==> src/rtl/serial_add_seq.sv <==
// serial_add_seq: bit-serial LSB-first adder, one full-adder step per clock; SERIAL_ADD_OVF_EN adds ovf
module serial_add_seq #(
  parameter int WIDTH = 8
) (
  input  logic             clk,
  input  logic             rst,
  input  logic             start,
  input  logic [WIDTH-1:0] a_in,
  input  logic [WIDTH-1:0] b_in,
  input  logic             cin,
  output logic             busy,
  output logic             done,
  output logic [WIDTH-1:0] sum_out,
  output logic             cout
`ifdef SERIAL_ADD_OVF_EN
  ,
  output logic             ovf
`endif
);
  localparam int CW = $clog2(WIDTH);
  typedef enum logic [1:0] {IDLE, SHIFT, DONE} state_t;
  state_t state, nxt;
  logic [WIDTH-1:0] a_sh, b_sh;
  logic [WIDTH-2:0] s_sh;
  logic [WIDTH-1:0] s_cat;
  logic [CW-1:0] cnt;
  logic c, p, g, s, c_nxt, last;
  always_comb begin
    p     = a_sh[0] ^ b_sh[0];
    g     = a_sh[0] & b_sh[0];
    s     = p ^ c;
    c_nxt = g | (p & c);
    s_cat = {s, s_sh};
    last  = cnt == CW'(WIDTH - 1);
    nxt   = state == IDLE  ? (start ? SHIFT : IDLE) :
            state == SHIFT ? (last ? DONE : SHIFT) : IDLE;
    busy  = state != IDLE;
    done  = state == DONE;
  end
  always_ff @(posedge clk or posedge rst) begin
    if (rst) begin
      state   <= IDLE;
      a_sh    <= '0;
      b_sh    <= '0;
      s_sh    <= '0;
      cnt     <= '0;
      c       <= 1'b0;
      sum_out <= '0;
      cout    <= 1'b0;
`ifdef SERIAL_ADD_OVF_EN
      ovf     <= 1'b0;
`endif
    end else begin
      state <= nxt;
      if (state == IDLE && start) begin
        a_sh <= a_in;
        b_sh <= b_in;
        c    <= cin;
        cnt  <= '0;
        s_sh <= '0;
      end else if (state == SHIFT) begin
        c    <= c_nxt;
        s_sh <= s_cat[WIDTH-1:1];
        a_sh <= a_sh >> 1;
        b_sh <= b_sh >> 1;
        cnt  <= cnt + CW'(1);
        if (last) begin
          sum_out <= s_cat;
          cout    <= c_nxt;
`ifdef SERIAL_ADD_OVF_EN
          ovf     <= c ^ c_nxt;
`endif
        end
      end
    end
  end
endmodule

==> config.mk <==
export PLATFORM = sky130hd
export DESIGN_NAME = serial_add_seq
export DESIGN_NICKNAME = d
export VERILOG_FILES = /design/src/rtl/serial_add_seq.sv
export SDC_FILE = /design/constraint.sdc
export NUM_CORES = 1
export LEC_CHECK = 0
export ABC_CLOCK_PERIOD_IN_PS = 1400
export BUFFER_PORTS_ARGS = -buffer_cell sky130_fd_sc_hd__buf_4
export CAP_MARGIN = 40
export CORE_ASPECT_RATIO = 1.25
export CORE_UTILIZATION = 51
export CTS_BUF_LIST = sky130_fd_sc_hd__clkbuf_8
export DETAILED_ROUTE_END_ITERATION = 12
export PLACE_DENSITY = 0.77
export SYNTH_ARGS = -nofsm -noshare
export SYNTH_HDL_FRONTEND = slang
export SYNTH_SLANG_ARGS = --single-unit
==> constraint.sdc <==
create_clock -name clk -period 1.4 [get_ports clk]
set_clock_uncertainty 0.1 [all_clocks]
set_input_delay 0.28 -clock clk [delete_from_list [all_inputs] [get_ports clk]]
set_output_delay 0.28 -clock clk [all_outputs]
set_load 0.02 [all_outputs]
Word-level counts from Yosys, hierarchy flattened. Index checks and enable logic that the tools add are counted. Widths: inputs -> output; s select.

Register bits: 38. Logic and storage cells: 37.

Reduce and logical (&&, ||, !) cells: 5. Equal/unequal tests: 3. Bitwise gates (word level): 6. Multiplexer cells: 14. Add/sub/neg operators: 1.

Operators by type and width (count): $mux 8 (4); $mux 7 (2); $mux 2 (3); $mux 3 (2); $reduce_bool 2->1 (2); $add 3x1->3 const B (1); $eq 3x3->1 const B (1); $mux 1 (3); $reduce_and 3->1 (1); $and 1x1->1 (2); $eq 2x1->1 const B (1); $eq 2x2->1 const B (1); $logic_not 2->1 (1); $xor 1x1->1 (2); $logic_and 1x1->1 (1); $not 1->1 (1); $or 1x1->1 (1).

Longest topological paths before layout.
Depth in word-level cells: 5. Gate-level depth with buffers: 6.

Worst setup path before layout. Ideal clock, no wire load.

Path type: register to register. Start: register cnt[0]. End: register cout. Library setup time: 0.125 ns. Buffers on the path: 1. Cell stages (with the launch flop): 6. Setup slack: -0.174 ns. Data arrival time: 1.349 ns. Required time: 1.175 ns. Cells stage by stage: dfrtp_1 > ha_1 > ha_1 > nand3b_1 > buf_2 > mux2_2.

Cells in the longest elaborated chain, start to end: 2.

RTL lines: start: declaration (RTL line 26) `logic [CW-1:0] cnt;`; start signal: assignment (RTL line 66) `cnt <= cnt + CW'(1);`; $eq 3x3->1 (RTL line 34) `last = cnt == CW'(WIDTH - 1);`; $reduce_and 3->1 (no line); end signal: assignment (RTL line 69) `cout <= c_nxt;`; end: declaration (RTL line 14) `output logic cout`.

Every way passes these cells. A chain may end at the register's enable or synchronous reset.

Final worst setup path. Same ends and word-level chain as after synthesis.

==> results.cfg <==
[yosys]
synthesis.area_um2 = 1710
ys_types = 29
synth_fp_nets = 167
synth-seq-area-share = 0.555
yosys_warnings = 0
synth-xor-area-share = 0
synth-compound-area-share = 0.165
synth_simple_gate_area_share = 0.133
synthAdderAreaFrac = 0.0263
syn_avg_cell_area_um2 = 11.9
ys_ff_latch = 38
syn_inst = 144
synth_top_family_by_area = compound AO/OA/AOI/OAI gates
synthMuxAreaShare = 0.0592

[critical_path]
start_kind = flop
reg2reg_slack_ns = -0.20
critical-path-max-stage-delay_ns = 0.40
worst-r2r-cell-count = 5
cp.required_ns = 1.46
r2r_start = cnt[0]
crit_chain = ha_2 > ha_4 > nand3b_1 > buf_12 > mux2_2
path_class = flop to flop
r2r-end = cout
critPathArrivalTime_ns = 1.66
endpoint_kind = flop
cp_slowest_cell = dfrtp_1
path_max_fanout = 10

[timing]
layout_min_cycle_time_ns = 1.60
finalCritPeriodShare = 1.14
max_slew_margin = 0.863
hold_viol = 0
setup_ws_ns = -0.196
grt_setup_unrepaired = true
tightest_slew_ns = 0.204
slew_viol_final = 0
finalSetupViolations = 11
fmax_mhz = 627

[cells_and_area]
area_growth_pct = 35.6
final_area_um2 = 2320
diodes = 0
drive_gt1_frac = 0.440
nets = 215
instances_no_fill = 230

[cts]
clk_latency_ns = 0.29
numClockSinks = 38
cts_made_buffers = 5
htreeDepth = 2
cts_buffer_depth = 2
tritoncts = done
cts-root-buf = clkbuf_8
clk_pin_slew_ns = 0.07

[floorplanning]
std_cell_rows = 23
dieArea_um2 = 3600
start_util = 0.536
die_h_um = 66.8
core_um2 = 3190
die_width_um = 53.8
io_pins = 31

[min_path]
worstHoldPathCells = 3
holdPathEnd = b_sh[1]
hp-class = primary input to flop
min_from = b_in[1]

[drt]
ant_nets = 0
drt_iter0_drc = 19
vias = 1321
route.detailed.wl_per_inst_um = 16.7
drt_pre_antenna_iters = 4
route.detailed.drc = 0
totalWireLength_um = 3830
vias_per_cell = 5.74

[power]
total_leakage_power_uw = 0.00108
irDropWorstVdd_uv = 1470
power.density_nw_per_um2 = 2190
p_total_uw = 5080

[grt]
grt_usage = 0.253
grt_pass1_wl_um = 6400
grt_max_degree = 39
grt_pass1_vias = 1423
grt_antenna_before_repair = 0
grt-ovfl-total = 0

[job]
cap_violations = 0

[outcome]
status = complete, but fails checks
failed_checks = negative setup slack

[placement]
dp_cells = 213
gp_congestion = 0.712
dp_hpwl_um = 2450
io_buffers = 30
place_ws_ns = -0.185
place_area_um2 = 2040
[logic make-up (layout without fill, tap and decap cells)]
| group | count (synthesis) | in the layout |
|---|---|---|
| and+or+nand+nor | 41 | 41 |
| DFF | 38 | 38 |
| AOI/OAI and AO/OA | 34 | 34 |
| buffers and inverters | 19 | 68 |
| muxes | 9 | 9 |
| adders and majority gates | 3 | 3 |
[worst max-delay path by stage]
| stage | start | to | slack (ns) | cells after the start |
|---|---|---|---|---|
| after floorplan | cnt[0] | cout | -0.06 | 5 |
| after global placement | cnt[0] | sum_out[0] | -0.12 | 5 |
| after detailed placement | cnt[0] | sum_out[4] | -0.18 | 5 |
| after CTS | cnt[0] | sum_out[1] | -0.19 | 5 |
| after global routing | cnt[1] | cout | -0.24 | 5 |
| final | cnt[0] | cout | -0.20 | 5 |
[cell usage in the layout (no fill, tap or decap), drive strengths merged, types with 4 or more instances in the layout]
master   netlist  routed
o22a           4       4
nor2b          9       9
a22o           9       9
nor3          17      17
dfrtp         38      38
inv            7       7
o22ai          7       7
nand2          4       4
buf           10      52
clkbuf         2       5
a2bb2oi        4       4
mux2           9       9
[synthesized netlist by cell type]
library cell	count	area [um^2]
mux2_2	9	101
o21bai_1	1	7.51
o21ai_0	1	5.00
clkbuf_1	2	7.51
o21ba_2	1	10.0
or2_2	2	12.5
inv_1	7	26.3
a22o_1	9	78.8
nand3b_1	1	7.51
dfrtp_1	38	951
nand2b_1	2	12.5
o32ai_2	2	32.5
a21oi_1	1	5.00
a2bb2oi_1	4	35.0
nor2b_1	9	56.3
nor2_1	3	11.3
buf_4	1	7.51
nand2_1	4	15.0
fa_1	1	20.0
nor3b_1	3	22.5
nor3_1	16	80.1
nor3_2	1	10.0
buf_6	3	33.8
ha_1	2	25.0
o211ai_1	1	7.51
a211oi_1	3	22.5
o22ai_1	7	43.8
buf_2	6	30.0
o22a_1	4	35.0
[sequential cells by signal, summed over array words and instances (netlist names)]
name     flops
a_sh         8
b_sh         8
sum_out      8
s_sh         7
cnt          3
state        2
c            1
cout         1
[final cells by class]
cell class / instances / area [um^2]
fill: 207 / 871
timing repair buffer: 53 / 467
clock buffer: 5 / 68.8
tap: 37 / 46.3
inverter: 7 / 26.3
clock inverter: 3 / 40.0
sequential: 38 / 953
multi-input combinational: 87 / 722
[layer usage]
metal / share of wire / vias up / global-route usage / wire [um]
met1: 0.40 / 670 / 0.280 / 1550
met2: 0.54 / 32 / 0.448 / 2080
met3: 0.037 / 8 / 0.0525 / 143
met5: 0 / - / 0 / 0
li1: - / 611 / - / -
met4: 0.016 / 0 / 0.112 / 61
[metrics by stage]
step           hold slack, ns   util  setup TNS (ns)
2_1_floorplan           0.336      -          -0.558
3_3_place_gp            0.248  0.640           -1.04
3_5_place_dp            0.254  0.640           -1.53
4_1_cts                 0.179  0.720           -2.02
5_1_grt                 0.179  0.727           -2.60
6_report                0.171  0.727           -1.79
[power by group]
group / leakage [uW] / internal [uW] / switching, uW / total (uW)
logic: 0.000561 / 1240 / 999 / 2240
clock network: 0.0000579 / 524 / 366 / 890
registers: 0.000463 / 1600 / 361 / 1960
total: 0.00108 / 3360 / 1730 / 5080
[worst max-delay path, delay by kind of cell (launching register included)]
kind                     cells  cell delay (ns)
AND/OR/NAND/NOR              1             0.13
flip-flops                   1             0.40
buffers and inverters        1             0.15
multiplexers                 1             0.34
adder cells (fa/ha/maj)      2             0.35
[repair_timing]
item	CTS	global route
endpoints found under the setup margin	12	27
endpoints found under the hold margin	38	0
pin swaps	4	8
setup buffers	9	0
hold buffers	1	0
gates resized for setup	17	7
(Power assumes the default switching activity.)
